$ cat config.mk
export PLATFORM = sky130hd
export DESIGN_NAME = adc_3wire_master
export DESIGN_NICKNAME = d
export VERILOG_FILES = /design/src/rtl/adc_3wire_master.sv
export SDC_FILE = /design/constraint.sdc
export NUM_CORES = 1
export LEC_CHECK = 0
export ABC_AREA = 1
export CAP_MARGIN = 20
export CELL_PAD_IN_SITES_DETAIL_PLACEMENT = 1
export CELL_PAD_IN_SITES_GLOBAL_PLACEMENT = 2
export CORE_UTILIZATION = 36
export CTS_CLUSTER_DIAMETER = 40
export DETAILED_ROUTE_END_ITERATION = 16
export DONT_BUFFER_PORTS = 1
export GPL_TIMING_DRIVEN = 0
export PLACE_DENSITY = 0.84
export SYNTH_ARGS = -nofsm -noshare
export SYNTH_HDL_FRONTEND = slang
export SYNTH_SLANG_ARGS = --single-unit
$ cat constraint.sdc
create_clock -name clk -period 1.7 [get_ports clk]
set_clock_uncertainty 0.05 [all_clocks]
set_input_delay 0.17 -clock clk [delete_from_list [all_inputs] [get_ports clk]]
set_output_delay 0.17 -clock clk [all_outputs]
set_load 0.01 [all_outputs]
$ cat src/rtl/adc_3wire_master.sv
// 3-wire serial configuration master for the KATADC: shifts {12'h001, addr, data} MSB first.
// Optional frame counter enabled by defining ADC3WIRE_FRAME_COUNT_EN.
module adc_3wire_master #(
   parameter int CLK_DIV    = 4,
   parameter int GAP_CYCLES = 8
) (
   input  logic        clk,
   input  logic        rst,
   input  logic        config_start,
   input  logic [3:0]  config_addr,
   input  logic [15:0] config_data,
   output logic        config_done,
   output logic        busy,
   output logic        adc_scs_n,
   output logic        adc_sclk,
   output logic        adc_sdata,
   output logic [15:0] frame_count
);

   typedef enum logic [2:0] {
      IDLE,
      SHIFT,
      HOLD,
      GAP,
      DONE
   } state_t;

   localparam logic [8:0] HALF_LAST = 9'(CLK_DIV - 1);
   localparam logic [8:0] BIT_LAST  = 9'(2 * CLK_DIV - 1);
   localparam logic [8:0] SCLK_HIGH = 9'(CLK_DIV);
   localparam logic [8:0] GAP_LAST  = 9'(GAP_CYCLES - 1);

   state_t      state_q, state_d;
   logic [8:0]  cnt_q, cnt_d;
   logic [8:0]  cnt_inc;
   logic [4:0]  bit_q, bit_d;
   logic [31:0] shreg_q, shreg_d;
   logic        sclk_d, sdata_d, scs_n_d, done_d, busy_d;

   assign cnt_inc = cnt_q + 9'd1;

   // Next-state and next-pin logic; every pin is registered from these values.
   always_comb begin
      state_d = state_q;
      cnt_d   = cnt_q;
      bit_d   = bit_q;
      shreg_d = shreg_q;
      sclk_d  = adc_sclk;
      sdata_d = adc_sdata;
      scs_n_d = adc_scs_n;
      done_d  = 1'b0;
      case (state_q)
         IDLE: begin
            if (config_start) begin
               state_d = SHIFT;
               cnt_d   = '0;
               bit_d   = 5'd31;
               shreg_d = {12'h001, config_addr, config_data};
               sdata_d = 1'b0;
               sclk_d  = 1'b0;
               scs_n_d = 1'b0;
            end
         end
         SHIFT: begin
            if (cnt_q == BIT_LAST) begin
               cnt_d  = '0;
               sclk_d = 1'b0;
               if (bit_q == 5'd0) begin
                  state_d = HOLD;
                  sdata_d = 1'b0;
               end else begin
                  bit_d   = bit_q - 5'd1;
                  shreg_d = {shreg_q[30:0], 1'b0};
                  sdata_d = shreg_q[30];
               end
            end else begin
               cnt_d  = cnt_inc;
               sclk_d = (cnt_inc >= SCLK_HIGH);
            end
         end
         HOLD: begin
            if (cnt_q == HALF_LAST) begin
               state_d = GAP;
               cnt_d   = '0;
               scs_n_d = 1'b1;
            end else begin
               cnt_d = cnt_inc;
            end
         end
         GAP: begin
            if (cnt_q == GAP_LAST) begin
               state_d = DONE;
               cnt_d   = '0;
               done_d  = 1'b1;
            end else begin
               cnt_d = cnt_inc;
            end
         end
         DONE: begin
            state_d = IDLE;
         end
         default: begin
            state_d = IDLE;
            scs_n_d = 1'b1;
            sclk_d  = 1'b0;
            sdata_d = 1'b0;
         end
      endcase
      busy_d = (state_d != IDLE);
   end

   always_ff @(posedge clk or posedge rst) begin
      if (rst) begin
         state_q     <= IDLE;
         cnt_q       <= '0;
         bit_q       <= '0;
         shreg_q     <= '0;
         adc_scs_n   <= 1'b1;
         adc_sclk    <= 1'b0;
         adc_sdata   <= 1'b0;
         config_done <= 1'b0;
         busy        <= 1'b0;
      end else begin
         state_q     <= state_d;
         cnt_q       <= cnt_d;
         bit_q       <= bit_d;
         shreg_q     <= shreg_d;
         adc_scs_n   <= scs_n_d;
         adc_sclk    <= sclk_d;
         adc_sdata   <= sdata_d;
         config_done <= done_d;
         busy        <= busy_d;
      end
   end

`ifdef ADC3WIRE_FRAME_COUNT_EN
   logic [15:0] frame_cnt_q;

   // Counts completed frames; wraps naturally and is cleared only by reset.
   always_ff @(posedge clk or posedge rst) begin
      if (rst) begin
         frame_cnt_q <= '0;
      end else if (config_done) begin
         frame_cnt_q <= frame_cnt_q + 16'd1;
      end
   end

   assign frame_count = frame_cnt_q;
`else
   assign frame_count = 16'h0000;
`endif

endmodule

==> metrics.md <==
| Metric | Value |
|---|---|
| Status | `finished, final reports clean` |
| Required @ worst endpoint | `1.88 ns` |
| Yosys top cell area share | `43.9%` |
| Post-Synth Simple-Gate Area | `40.3%` |
| Ys flop type | `dfrtp_1` |
| Core region area | `7850 sq um` |
| Worst-Skew Late Latency | `0.32 ns` |
| Area grow syn2layout | `19.6%` |
| M1 GR Usage | `24.2%` |
| Total wire length | `7.53 mm` |
| CP arrival | `1.78 ns` |
| Die width | `92.8 um` |
| Sequential fraction of the synthesis area | `44.8%` |
| Max-Cap Viols | `0` |
| Vias per cell | `4.75` |
| VDD IR-drop max | `0.574 mV` |
| FF-to-FF setup slack | `0.1 ns` |
| GP Congestion | `0.754` |
| Initial antenna violation count | `0` |
| CTS tree | `built` |
| Critical-path cell list | `ha_2, nand2_1, nor2_4, nor2_4, inv_4, nand2_8, buf_4, nand2_1, nand2_1` |
| Slowest Stage Delay on Critical Path | `0.42 ns` |
| Largest net degree at the start of global routing | `37` |
| Row count | `32` |
| Busiest grt layer | `met2` |
| Synthesized instance count | `404` |
| First-pass GRT wire length | `12.9 mm` |
| Complex-gate fraction of the synthesized area | `1.90%` |
| Clock-pin transition on the worst setup and hold timing paths | `0.12 ns` |
| TritonCTS buffer count | `5` |
| Buf/Inv on CP | `2` |
| Largest family of logic cells by synthesized area | `simple AND/OR/NAND/NOR gates` |
| Seq cells post-synth | `53` |
| Port Buffer Count | `0` |
| Maximum clock frequency | `624 MHz` |
| Leakage | `1.96 nW` |
| Residual DRC count | `0` |
| Pre-antenna DRT Iters | `4` |
| Placed Area | `3170 sq um` |
| CP top delay family | `simple AND/OR/NAND/NOR gates` |
| Effective utilization at floorplan | `37.8%` |
| Mapped Avg Cell Area | `7.34 sq um` |
| Die Area | `8600 sq um` |
| Final hold vios | `0` |
| Yosys top cell by area | `dfrtp_1` |
| Synthesized area | `2970 sq um` |
| Syn. warnings | `0` |
| Clk sinks | `53` |
| Final cycle utilization of the critical path | `94.3%` |
| Iteration-0 DRC Markers | `135` |
| Share of layout cells above drive strength 1 | `20.6%` |
| Synth cell types | `31` |
| Worst Path Max Fanout | `6` |
| Final min period | `1.60 ns` |
| Post-synth EDFFs | `0` |
| Final nets | `478` |
| Setup Viol. Count Final | `0` |
| Final Slew Violations | `0` |
| Hold Crit Class | `input pin to flop` |
| GRT Resource Usage Total | `18.6%` |
| Root Driver | `clkbuf_8` |
| Total chip power | `5.76 mW` |
| Post-Synth Adder-Cell Area | `1.69%` |
| HPWL Detailed | `5.03 mm` |
| CTS Buffer Depth | `2` |
| Top post-synthesis cells by area | `dfrtp_1, nand2_1, nand3_1` |
| Die height | `92.8 um` |
| Crit path capture type | `flop` |
| CP Launch Type | `flop` |
| Mux cell area share after synthesis | `0%` |
| # H-tree levels | `2` |
| Post-Synth XOR/XNOR Area | `0.886%` |
| Post-synth ARST share | `100%` |
| GRT overflow | `0` |
| Setup CP Type | `flop to flop` |
| IO Pins | `44` |
| Final ANT Viol Nets | `0` |
| Most common cell on crit path | `nand2_1` |
| Final instance area | `3550 sq um` |
| Vias | `2,634` |
| WL/cell | `13.6 um` |
| Vias in the first global route | `2,705` |
| Met3 Use GR | `2.96%` |
| Synth cell count leaders | `nand2_1, dfrtp_1, nand3_1` |
| Crit-path slowest cell | `dfrtp_1` |
| Met2 usage in global routing | `32.5%` |
| Most common cell in the netlist | `nand2_1` |
| Power Density | `1620 nW/um^2` |
| Diodes inserted | `0` |
worst min-delay path: cells and delay by family:
family           cells  cell delay, ns
and+or+nand+nor      4            0.20
cell usage in the layout, fill, tap and decap left out, drive strengths merged:
| master | synthesis | final |
|---|---|---|
| nand2 | 194 | 194 |
| dfrtp | 52 | 52 |
| buf | 30 | 52 |
| nand3 | 39 | 39 |
| inv | 24 | 25 |
| nor2 | 25 | 25 |
| conb | 1 | 16 |
| nand4 | 11 | 11 |
| o21ai | 8 | 8 |
| clkbuf | 1 | 7 |
| ha | 4 | 4 |
| nor3 | 3 | 3 |
| nand3b | 3 | 3 |
| or2 | 3 | 3 |
| xnor2 | 2 | 2 |
| dlygate4sd3 | 0 | 2 |
| xor2 | 1 | 1 |
| o21bai | 1 | 1 |
| a21oi | 1 | 1 |
| dfstp | 1 | 1 |
| clkinvlp | 0 | 1 |
| clkinv | 0 | 1 |
power by group:
group          internal [mW]  switching [mW]  total, mW
clock                  0.299           0.487      0.786
combinational           1.25            1.80       3.05
sequential              1.65           0.278       1.92
kinds of logic (layout without fill, tap and decap cells):
group	Yosys count	after routing
AO/OA/AOI/OAI	10	10
buffers and inverters	55	88
flip-flops	53	53
other	1	16
adder cells (fa/ha/maj)	4	4
XOR/XNOR	3	3
AND/OR/NAND/NOR	278	278
routing by layer:
layer	routed length [um]	up-vias
li1	-	1322
met3	179	4
met1	3650	1278
met4	48	0
met5	0	-
met2	3650	30
cell type report:
type / count / area, sq um
Buffer: 30 / 241
Multi-Input combinational cell: 311 / 1440
Sequential cell: 53 / 1330
Inverter: 24 / 92.6
Clock buffer: 5 / 68.8
Clock inverter: 3 / 25.0
Fill cell: 1020 / 4300
Timing Repair Buffer: 26 / 216
Tap cell: 102 / 128
timing repair:
item	CTS	global route
resized for setup	6	32
pin swaps	4	12
setup buffers	13	10
setup endpoints to repair	45	47
hold buffers	2	0
endpoints found under the hold margin	18	0
metrics by stage:
stage | util (%) | std cells | worst slack [ns] | setup TNS (ns) | hold slack [ns]
2_1_floorplan | - | 419 | 0.195 | 0 | 0.237
3_3_place_gp | 40.1 | 521 | -0.580 | -32.71 | 0.250
3_5_place_dp | 40.4 | 522 | -0.146 | -3.25 | 0.0259
4_1_cts | 43.2 | 544 | 0.00100 | 0 | 0.0290
5_1_grt | 45.2 | 554 | -0.0247 | -0.0384 | 0.0491
6_report | 45.2 | 554 | 0.0977 | 0 | 0.0320
registers in the layout, summed over array words and instances, names as in the netlist:
signal and flops:
adc_sclk 1, adc_scs_n 1, adc_sdata 1, bit_q 5, busy 1, cnt_q 9, config_done 1, shreg_q 31
state_q 3
worst paths after layout:
path	end	start	cells after the start
max	shreg_q[29]	cnt_q[0]	9
min	shreg_q[13]	config_data[13]	4
max reg2reg	shreg_q[29]	cnt_q[0]	9
min reg2reg	shreg_q[19]	shreg_q[19]	2
max in group asynchronous	adc_scs_n	rst	3
min in group asynchronous	shreg_q[8]	rst	2
Note: power is estimated with default switching activity, not from simulation.
